===== config.mk =====
export PLATFORM = sky130hd
export DESIGN_NAME = descramble_flat
export DESIGN_NICKNAME = d
export VERILOG_FILES = /design/src/rtl/scramble_pkg.sv /design/src/rtl/descramble_if.sv /design/src/rtl/descramble_round.sv /design/src/rtl/descramble.sv /design/src/flat_wrapper.sv
export SDC_FILE = /design/constraint.sdc
export NUM_CORES = 1
export LEC_CHECK = 0
export BUFFER_PORTS_ARGS = -buffer_cell sky130_fd_sc_hd__clkbuf_2
export CAP_MARGIN = 10
export CORE_MARGIN = 2
export CORE_UTILIZATION = 33
export DETAILED_ROUTE_END_ITERATION = 7
export PLACE_DENSITY_LB_ADDON = 0.1
export SYNTH_ARGS = -nofsm -noshare
export SYNTH_HDL_FRONTEND = slang
export SYNTH_SLANG_ARGS = --single-unit

===== constraint.sdc =====
create_clock -name clk -period 4.8 [get_ports clk]
set_clock_uncertainty 0.2 [all_clocks]
set_input_delay 0.48 -clock clk [delete_from_list [all_inputs] [get_ports clk]]
set_output_delay 0.48 -clock clk [all_outputs]
set_load 0.02 [all_outputs]

===== src/rtl/scramble_pkg.sv =====
// scramble_pkg: definitions shared by the scramble/descramble pair so both
// directions stay bit-exact.
//   DEF_AW / DEF_KW : default address / key widths (12 / 16)
//   state_t         : controller states
//   rotl16          : 16-bit rotate left
//   round_f         : round function F(x,k) = ((x ^ k[5:0]) + k[11:6]) mod 64
//   round_key       : k_r = rotl16(key, 3r mod 16)[11:0]
//   round_count     : N = key[15:12] + 1
package scramble_pkg;

    localparam int DEF_AW = 12;
    localparam int DEF_KW = 16;

    typedef enum logic [1:0] {
        S_IDLE  = 2'd0,
        S_LOAD  = 2'd1,
        S_ROUND = 2'd2,
        S_DONE  = 2'd3
    } state_t;

    function automatic logic [15:0] rotl16(input logic [15:0] v, input logic [3:0] s);
        logic [31:0] d;
        d = {v, v} << s;
        return d[31:16];
    endfunction

    // 6-bit add; the carry out is intentionally dropped.
    function automatic logic [5:0] round_f(input logic [5:0] x, input logic [11:0] k);
        return (x ^ k[5:0]) + k[11:6];
    endfunction

    function automatic logic [11:0] round_key(input logic [15:0] key, input logic [3:0] r);
        logic [15:0] t;
        t = rotl16(key, 4'(3 * r));
        return t[11:0];
    endfunction

    function automatic logic [4:0] round_count(input logic [15:0] key);
        return {1'b0, key[15:12]} + 5'd1;
    endfunction

endpackage


===== src/rtl/descramble_if.sv =====
// descramble_if: request/result bundle of the descrambler.
//   start     : request strobe (master -> slave)
//   in_addr   : scrambled window address (master -> slave)
//   key       : 16-bit key (master -> slave)
//   busy      : operation in progress (slave -> master)
//   out_valid : one-cycle result strobe (slave -> master)
//   out_addr  : descrambled address, held until the next result (slave -> master)
interface descramble_if
    import scramble_pkg::*;
#(
    parameter int AW = DEF_AW,
    parameter int KW = DEF_KW
);
    logic          start;
    logic [AW-1:0] in_addr;
    logic [KW-1:0] key;
    logic          busy;
    logic          out_valid;
    logic [AW-1:0] out_addr;

    modport master (
        output start, in_addr, key,
        input  busy, out_valid, out_addr
    );

    modport slave (
        input  start, in_addr, key,
        output busy, out_valid, out_addr
    );
endinterface


===== src/rtl/descramble_round.sv =====
// descramble_round: one combinational inverse Feistel round.
//   l_in, r_in : current halves (L', R')
//   rk         : 12-bit round key k_r
//   l_out      : R' ^ F(L', k_r)
//   r_out      : L'
module descramble_round
    import scramble_pkg::*;
#(
    parameter int HW = DEF_AW / 2
) (
    input  logic [HW-1:0]   l_in,
    input  logic [HW-1:0]   r_in,
    input  logic [2*HW-1:0] rk,
    output logic [HW-1:0]   l_out,
    output logic [HW-1:0]   r_out
);
    always_comb begin
        l_out = r_in ^ round_f(l_in, rk);
        r_out = l_in;
    end
endmodule


===== src/rtl/descramble.sv =====
// descramble: iterative inverse address permutation for the 64x64 face
// window, one inverse Feistel round per clock, rounds N-1 down to 0.
//   clk   : rising-edge clock
//   reset : synchronous, active-high
//   bus   : descramble_if slave (start/in_addr/key in, busy/out_valid/out_addr out)
// Build option: DESCRAMBLE_FIXED_ROUNDS_EN -> N = FIXED_ROUNDS for every key;
// otherwise N = key[15:12] + 1.
module descramble
    import scramble_pkg::*;
#(
    parameter int AW           = DEF_AW,
    parameter int KW           = DEF_KW,
    parameter int FIXED_ROUNDS = 12
) (
    input  logic clk,
    input  logic reset,
    descramble_if.slave bus
);
    localparam int HW = AW / 2;
    // Counter holds N-1: 4 bits cover the key-driven range, wider only if
    // a larger fixed round count is configured.
    localparam int CW = ($clog2(FIXED_ROUNDS) > 4) ? $clog2(FIXED_ROUNDS) : 4;

    state_t        state, state_next;
    logic [AW-1:0] lr_q;
    logic [AW-1:0] out_addr_q;
    logic [KW-1:0] key_q;
    logic [KW-1:0] wkey_q;
    logic [CW-1:0] cnt_q;
    logic [CW-1:0] last_round;
    logic [HW-1:0] l_new, r_new;

    always_comb begin
`ifdef DESCRAMBLE_FIXED_ROUNDS_EN
        last_round = CW'(FIXED_ROUNDS - 1);
`else
        last_round = CW'(round_count(key_q) - 5'd1);
`endif
    end

    descramble_round #(.HW(HW)) u_round (
        .l_in  (lr_q[AW-1:HW]),
        .r_in  (lr_q[HW-1:0]),
        .rk    (wkey_q[2*HW-1:0]),
        .l_out (l_new),
        .r_out (r_new)
    );

    always_ff @(posedge clk) begin
        if (reset) begin
            state      <= S_IDLE;
            lr_q       <= '0;
            out_addr_q <= '0;
            key_q      <= '0;
            wkey_q     <= '0;
            cnt_q      <= '0;
        end else begin
            state <= state_next;
            case (state)
                S_IDLE, S_DONE: begin
                    if (bus.start) begin
                        lr_q  <= bus.in_addr;
                        key_q <= bus.key;
                    end
                end
                S_LOAD: begin
                    // Start from the last round key; each round then steps
                    // the rotation back by 3 instead of recomputing it.
                    cnt_q  <= last_round;
                    wkey_q <= rotl16(key_q, 4'(3 * last_round));
                end
                S_ROUND: begin
                    lr_q   <= {l_new, r_new};
                    wkey_q <= rotl16(wkey_q, 4'd13);
                    cnt_q  <= cnt_q - CW'(1);
                    if (cnt_q == '0) begin
                        out_addr_q <= {l_new, r_new};
                    end
                end
                default: ;
            endcase
        end
    end

    always_comb begin
        state_next    = state;
        bus.busy      = 1'b0;
        bus.out_valid = 1'b0;
        bus.out_addr  = out_addr_q;
        case (state)
            S_IDLE: begin
                if (bus.start) state_next = S_LOAD;
            end
            S_LOAD: begin
                bus.busy   = 1'b1;
                state_next = S_ROUND;
            end
            S_ROUND: begin
                bus.busy = 1'b1;
                if (cnt_q == '0) state_next = S_DONE;
            end
            S_DONE: begin
                bus.out_valid = 1'b1;
                state_next    = bus.start ? S_LOAD : S_IDLE;
            end
            default: state_next = S_IDLE;
        endcase
    end
endmodule


===== src/flat_wrapper.sv =====
// flat-port wrapper written by rule: the top's interface ports become plain ports
module descramble_flat import scramble_pkg::*;
#(
    parameter int AW           = DEF_AW,
    parameter int KW           = DEF_KW,
    parameter int FIXED_ROUNDS = 12
)
  (clk, reset, bus_start, bus_in_addr, bus_key, bus_busy, bus_out_valid, bus_out_addr);
  descramble_if #(.AW(AW), .KW(KW)) bus_i ();
  input  logic clk;
  input  logic reset;
  input wire logic [$bits(bus_i.start)-1:0] bus_start;
  input wire logic [$bits(bus_i.in_addr)-1:0] bus_in_addr;
  input wire logic [$bits(bus_i.key)-1:0] bus_key;
  output wire logic [$bits(bus_i.busy)-1:0] bus_busy;
  output wire logic [$bits(bus_i.out_valid)-1:0] bus_out_valid;
  output wire logic [$bits(bus_i.out_addr)-1:0] bus_out_addr;
  assign bus_i.start = bus_start;
  assign bus_i.in_addr = bus_in_addr;
  assign bus_i.key = bus_key;
  assign bus_busy = bus_i.busy;
  assign bus_out_valid = bus_i.out_valid;
  assign bus_out_addr = bus_i.out_addr;
  descramble #(.AW(AW), .KW(KW), .FIXED_ROUNDS(FIXED_ROUNDS)) u_core (.clk(clk), .reset(reset), .bus(bus_i));
endmodule

* After elaboration in Yosys (flattened, before gate mapping)
Index checks and enable logic that the tools add are counted.
W data, S select, Z words.
** Cells by class
- Multipliers :: 1
- Bitwise logic cells :: 2
- Shift-type cells :: 1
- Equal/unequal tests :: 6
- Add/subtract/negate cells :: 4
- Mux-type cells :: 10
- Reduce and logical (&&, ||, !) cells :: 10
** Operators by type and width (number)
- $pmux W16 S2 :: 1
- $shl A32 B4 Y32 :: 1
- $pmux W12 S2 :: 1
- $mux W12 :: 1
- $xor A6 B6 Y6 :: 2
- $pmux W2 S4 :: 1
- $pmux W4 S2 :: 1
- $reduce_and A2 Y1 :: 4
- $sub A4 B1 Y4 const B :: 2
- $add A6 B6 Y6 :: 1
- $add A4 B1 Y4 const B :: 1
- $eq A2 B2 Y1 const B :: 2
- $logic_not A4 Y1 :: 1
- $mul A2 B4 Y4 const A :: 1
- $mux W2 :: 2
- $ne A2 B2 Y1 const B :: 2
- $reduce_bool A2 Y1 :: 2
- $reduce_or A2 Y1 :: 2
- $mux W1 :: 3
- $eq A2 B1 Y1 const B :: 1
- $logic_not A2 Y1 :: 1
- $ne A2 B1 Y1 const B :: 1
** Word-level totals
- Word-level logic and storage cells :: 40
- Register bits after elaboration :: 62
- Output and inout bits :: 14
- Input bits :: 31

* Depth between registers and ports, before layout
- Depth in word-level cells :: 5
- Gate-level depth with buffers :: 9
- Mapped depth without buffers :: 8

* Hierarchy
A second synthesis with hierarchy kept.
** Unflattened totals
- Cells, all modules :: 444
- Area, all modules :: 3873.7 um2
** By module, submodules not included
- descramble :: area each 3530.9 um2, seq. area each 1241.2 um2, times used 1, cells an instance 407
- descramble_round :: area each 342.8 um2, seq. area each 0.0 um2, times used 1, cells an instance 37

* Least setup slack after synthesis
OpenSTA, ideal clock, no wires.
- Path kind :: reg2reg
- Start point :: register u_core.key_q[12]
- End point :: register u_core.wkey_q[15]
- Data required time :: 4.454 ns
- Period minus slack after synthesis :: 2.534 ns
- Arrival time :: 2.188 ns
- Cell stages (with the launch flop) :: 9
- Path buffers :: 1
- Setup slack :: 2.266 ns
- Cells stage by stage :: dfxtp_1 > ha_1 > fa_1 > xor2_1 > xnor2_2 > buf_6 > mux2_2 > a22oi_1 > a311oi_1
** On the way
- Cells in the longest elaborated chain, start to end :: 5
** Ends and longest elaborated chain
- start, declared :: RTL line descramble.sv:27 : logic [KW-1:0] key_q;
- start signal, assigned :: RTL line descramble.sv:63 : key_q <= bus.key;
- $add A4 B1 Y4 :: RTL line scramble_pkg.sv:39 : return {1'b0, key[15:12]} + 5'd1;
- $sub A4 B1 Y4 :: RTL line descramble.sv:37 : last_round = CW'(round_count(key_q) - 5'd1);
- $mul A2 B4 Y4 :: RTL line descramble.sv:70 : wkey_q <= rotl16(key_q, 4'(3 * last_round));
- $shl A32 B4 Y32 (*) :: RTL line scramble_pkg.sv:23 : d = {v, v} << s;
- $pmux W16 S2 (*) :: RTL line descramble.sv:59 : case (state)
- end signal, assigned :: RTL line descramble.sv:70
- end signal, assigned :: RTL line descramble.sv:74 : wkey_q <= rotl16(wkey_q, 4'd13);
- end, declared :: RTL line descramble.sv:28 : logic [KW-1:0] wkey_q;
Mark *: on every way between the ends. The rest lies on a longest branch, timed or not.
A chain may end at the register's enable or synchronous reset.

* Worst setup path in the final report
- Start point :: register u_core.key_q[12]
- End point :: register u_core.wkey_q[7]
Same word-level chain as after synthesis.

==> tab_implementation.tex <==
\begin{tabular}{lr}
\hline
Metric & Value \\
\hline
\multicolumn{2}{l}{\textbf{Outcome}} \\
\quad Run status & complete, no violations \\
\multicolumn{2}{l}{\textbf{STA}} \\
\quad Maximum frequency from static timing analysis & 0.2981 GHz \\
\quad Slew at the pin closest to its max-slew limit & 1111 ps \\
\quad Setup repair after global routing missed its margin & false \\
\quad Number of failing hold endpoints at the final stage & 0 \\
\quad Sum Neg Setup Slack & 0 ps \\
\quad Share of the clock period used by the worst path & 0.6990 \\
\quad Worst slack on hold paths & 153.8 ps \\
\quad Worst max-slew margin expressed relative to the limit & 0.2565 \\
\quad Final-report max-slew violation count & 0 \\
\quad Min Clock Period, post-route & 3355 ps \\
\quad Final count of negative-setup-slack endpoints & 0 \\
\multicolumn{2}{l}{\textbf{Synthesis}} \\
\quad Portion of the post-synthesis area used by sequential elements & 0.3509 \\
\quad Number of different library cells in the post-synthesis netlist & 42 \\
\quad Post-synth ARST share & 0 \\
\quad Post-Synthesis Net Count & 454 \\
\quad Cell area after synthesis & $\sim$3500 µm² \\
\quad Synthesized flop and latch total & between 60 and 70 \\
\quad Total number of yosys warnings & 0 \\
\quad Syn Area/Cell & 8.669 µm² \\
\quad Count of flip-flops with a built-in enable after synthesis & 0 \\
\quad Most frequently used flop master after synthesis & sky130\_fd\_sc\_hd\_\_dfxtp\_1 \\
\quad Mapped Cells & 408 \\
\multicolumn{2}{l}{\textbf{Detailed routing}} \\
\quad Remaining antenna violation count after routing & 0 \\
\quad Average detailed-routed wire length per instance & roughly 15 µm \\
\quad WL final & roughly 9 mm \\
\quad DRC marker count from the first detailed-route iteration & 179 \\
\quad Count of unresolved DRC violations after routing & 0 \\
\quad Router iterations before antenna repair & 5 \\
\quad Number of vias after detailed routing & 2910 \\
\quad Post-DR vias/cell & 5.000 \\
\multicolumn{2}{l}{\textbf{Clocking}} \\
\quad Clock transition at the register clock pins on the worst setup and hold paths after CTS & about 80 ps \\
\quad Post-CTS Setup Inserts & 0 \\
\quad H-Tree Level Count & 3 \\
\quad Number of cells upsized or downsized after cts & 0 \\
\quad Number of buffers inserted during clock tree synthesis & 9 \\
\quad Max Root-Sink Buffers & 2 \\
\quad Number of hold-repair buffers added at the cts stage & 0 \\
\quad Clock root buffer & sky130\_fd\_sc\_hd\_\_clkbuf\_8 \\
\quad CTS tree & done \\
\quad Total number of clock tree sinks & 62 \\
\quad Clock Latency Late Sink & roughly 340 ps \\
\multicolumn{2}{l}{\textbf{Floorplan}} \\
\quad Initial Util & 0.3411 \\
\quad Number of rows created at floorplan & 37 \\
\quad Core area & between 10000 and 15000 µm² \\
\quad Height of the chip & 107.5 µm \\
\quad Chip width & 107.5 µm \\
\quad \# IOs & 45 \\
\quad Die outline area & 11560 µm² \\
\multicolumn{2}{l}{\textbf{GRT}} \\
\quad GRT Resource Usage Total & 0.1619 \\
\quad Number of global-route vias before repair & 2739 \\
\quad Global-route wire length before repair & 14.57 mm \\
\quad Antenna violations before repair & 0 \\
\quad Largest net degree at the start of global routing & 47 \\
\quad Grt total ovfl & 0 \\
\multicolumn{2}{l}{\textbf{Power}} \\
\quad Worst voltage drop across the vdd grid & around 0.56 mV \\
\quad Power density of the placed cells & 713.7 nW/µm² \\
\quad Leakage power total & 1.633 nW \\
\multicolumn{2}{l}{\textbf{Worst setup path}} \\
\quad Data required time of the worst path & roughly 4800 ps \\
\quad End point of the critical path & u\_core.wkey\_q[7]\$\_SDFFE\_PP0P\_ \\
\quad Critical path startpoint & u\_core.key\_q[12]\$\_SDFFE\_PP0P\_ \\
\quad Startpoint kind of the worst setup timing path & flip-flop \\
\quad Start of the worst register-to-register path & u\_core.key\_q[12]\$\_SDFFE\_PP0P\_ \\
\quad Endpoint of the lowest-slack register-to-register path & u\_core.wkey\_q[7]\$\_SDFFE\_PP0P\_ \\
\quad Endpoint arrival time on the critical path & 3360 ps \\
\quad FF-to-FF setup slack & 1450 ps \\
\quad Sort of element at the end of the critical path & flip-flop \\
\quad Number of cell instances on the worst register-to-register path & 7 \\
\quad Peak fanout along the critical path & 18 \\
\quad Critical path start-end classification & reg2reg \\
\multicolumn{2}{l}{\textbf{Finish}} \\
\quad Area overhead of the layout relative to synthesis & 14.11\% \\
\quad Diodes inserted & 0 \\
\quad Number of nets in the layout & 487 \\
\quad Non-filler instance count after layout & 582 \\
\quad Filler instances & 1097 \\
\quad Post-route standard cell area excluding fillers & around 4000 µm² \\
\quad Final core occ & 0.3892 \\
\quad Share of post-route cells with drive strength above 1 & 0.1794 \\
\multicolumn{2}{l}{\textbf{Placement}} \\
\quad Number of input and output port buffers inserted & 44 \\
\quad Routability congestion estimate from global placement & 0.9021 \\
\quad Placed cell count & 566 \\
\quad Cell area after placement & 3840 µm² \\
\quad HPWL Detailed & around 6.7 mm \\
\multicolumn{2}{l}{\textbf{Flow run}} \\
\quad Number of maximum-capacitance violations & 0 \\
\multicolumn{2}{l}{\textbf{Hold path}} \\
\quad Hold crit path type & in2reg \\
\hline
\end{tabular}
critical path, stage by stage, from the launching register on:
cell and delay [ps]:
sky130_fd_sc_hd__dfxtp_1 740, sky130_fd_sc_hd__inv_2 240, sky130_fd_sc_hd__ha_1 910, sky130_fd_sc_hd__mux2i_1 320
sky130_fd_sc_hd__mux2i_1 150, sky130_fd_sc_hd__mux2_2 300, sky130_fd_sc_hd__a22oi_1 230, sky130_fd_sc_hd__a311oi_1 130
report_power, final:
part / leakage, nW / switching, W / total [W] / internal [W]
Clock: 0.0960 / 0.000227 / 0.000468 / 0.000241
Sequential: 0.508 / 0.000173 / 0.000858 / 0.000685
Combinational: 1.03 / 0.000912 / 0.00155 / 0.000642
Total: 1.63 / 0.00131 / 0.00288 / 0.00157
cell type report:
cell class	instances	area (µm²)	share of cell area
inverter	8	30.03	0.007440
multi-input combinational	312	2148	0.5322
clock inverter	7	72.57	0.01798
tap	136	170.2	0.04216
sequential	62	1241	0.3075
timing repair buffer	48	250.2	0.06200
clock buffer	9	123.9	0.03069
per-layer routing:
metal  up-vias  share of wire  wire length (µm)  GRT usage
met1      1350           0.53              4789     0.2534
met2        41           0.42              3740     0.2246
li1       1512              -                 -          -
met4         0         0.0086                77    0.03846
met3         7          0.042               377    0.03087
met5         -              0                 0          0
cell usage after synthesis (2+ instances only):
| master | number | area [µm²] |
|---|---|---|
| sky130_fd_sc_hd__nand2b_1 | 3 | 18.77 |
| sky130_fd_sc_hd__o21ai_0 | 14 | 70.07 |
| sky130_fd_sc_hd__nand3b_1 | 2 | 15.01 |
| sky130_fd_sc_hd__dfxtp_1 | 62 | 1241 |
| sky130_fd_sc_hd__a21oi_1 | 28 | 140.1 |
| sky130_fd_sc_hd__o211ai_1 | 2 | 15.01 |
| sky130_fd_sc_hd__mux2_2 | 10 | 112.6 |
| sky130_fd_sc_hd__a22o_1 | 4 | 35.03 |
| sky130_fd_sc_hd__nand2_1 | 61 | 229.0 |
| sky130_fd_sc_hd__a211o_1 | 2 | 17.52 |
| sky130_fd_sc_hd__a22oi_1 | 9 | 67.56 |
| sky130_fd_sc_hd__nor3_1 | 4 | 20.02 |
| sky130_fd_sc_hd__nor2_1 | 44 | 165.2 |
| sky130_fd_sc_hd__a311oi_1 | 11 | 96.34 |
| sky130_fd_sc_hd__inv_1 | 6 | 22.52 |
| sky130_fd_sc_hd__a2bb2oi_1 | 4 | 35.03 |
| sky130_fd_sc_hd__o21a_1 | 2 | 15.01 |
| sky130_fd_sc_hd__ha_1 | 13 | 162.7 |
| sky130_fd_sc_hd__clkbuf_4 | 2 | 15.01 |
| sky130_fd_sc_hd__a21o_1 | 2 | 15.01 |
| sky130_fd_sc_hd__xnor2_1 | 10 | 87.58 |
| sky130_fd_sc_hd__clkbuf_1 | 17 | 63.81 |
| sky130_fd_sc_hd__fa_1 | 2 | 40.04 |
| sky130_fd_sc_hd__a211oi_1 | 12 | 90.09 |
| sky130_fd_sc_hd__buf_1 | 4 | 15.01 |
| sky130_fd_sc_hd__inv_2 | 2 | 7.510 |
| sky130_fd_sc_hd__mux2i_1 | 52 | 520.5 |
| sky130_fd_sc_hd__xor2_1 | 7 | 61.31 |
| sky130_fd_sc_hd__nor2b_1 | 4 | 25.02 |
stage by stage:
stage | setup slack [ps] | total power (W)
after CTS | 1438 | 0.002916
after detailed placement | 1442 | 0.002436
after global routing | 1207 | 0.003136
after floorplan | 2266 | 0.002075
final | 1445 | 0.002881
after global placement | 1522 | 0.002423
sequential cells by signal (all words and copies together) (netlist names):
name / cells
u_core.state: 2
u_core.key_q: 16
u_core.lr_q: 12
u_core.wkey_q: 16
u_core.cnt_q: 4
u_core.bus.out_addr: 12
layout by cell type (no fill, tap or decap), types with 3 or more instances in the layout:
cell type / count
sky130_fd_sc_hd__nor3_1: 4
sky130_fd_sc_hd__a22oi_1: 9
sky130_fd_sc_hd__clkbuf_2: 44
sky130_fd_sc_hd__a22o_1: 4
sky130_fd_sc_hd__buf_4: 4
sky130_fd_sc_hd__a211oi_1: 12
sky130_fd_sc_hd__o21ai_0: 14
sky130_fd_sc_hd__xor2_1: 7
sky130_fd_sc_hd__ha_1: 13
sky130_fd_sc_hd__mux2i_1: 52
sky130_fd_sc_hd__a21oi_1: 28
sky130_fd_sc_hd__nand2_1: 61
sky130_fd_sc_hd__mux2_2: 10
sky130_fd_sc_hd__clkbuf_8: 9
sky130_fd_sc_hd__xnor2_1: 10
sky130_fd_sc_hd__a311oi_1: 11
sky130_fd_sc_hd__nand2b_1: 3
sky130_fd_sc_hd__a2bb2oi_1: 4
sky130_fd_sc_hd__inv_1: 6
sky130_fd_sc_hd__dfxtp_1: 62
sky130_fd_sc_hd__nor2_1: 44
sky130_fd_sc_hd__nor2b_1: 4
kinds of logic (layout without fill, tap and decap cells):
family / Yosys count / in the layout / share of synthesized area
AND/OR/NAND/NOR: 122 / 122 / 0.1408
AO/OA/AOI/OAI: 94 / 94 / 0.1797
multiplexers: 63 / 63 / 0.1829
flip-flops: 62 / 62 / 0.3509
buffers and inverters: 34 / 72 / 0.04174
XOR/XNOR: 18 / 18 / 0.04669
adder cells (fa/ha/maj): 15 / 15 / 0.05731
worst min path at each step:
stage / startpoint / end / cells past startpoint
final: bus_key[8] / u_core.key_q[8]$_SDFFE_PP0P_ / 3
after global routing: bus_key[5] / u_core.key_q[5]$_SDFFE_PP0P_ / 3
after CTS: bus_key[8] / u_core.key_q[8]$_SDFFE_PP0P_ / 3
after detailed placement: u_core.cnt_q[3]$_SDFFE_PP0P_ / u_core.cnt_q[3]$_SDFFE_PP0P_ / 2
after global placement: u_core.wkey_q[14]$_SDFFE_PP0P_ / u_core.wkey_q[14]$_SDFFE_PP0P_ / 2
after floorplan: u_core.wkey_q[12]$_SDFFE_PP0P_ / u_core.wkey_q[12]$_SDFFE_PP0P_ / 2
No activity file was read; power rests on OpenSTA's default activity.
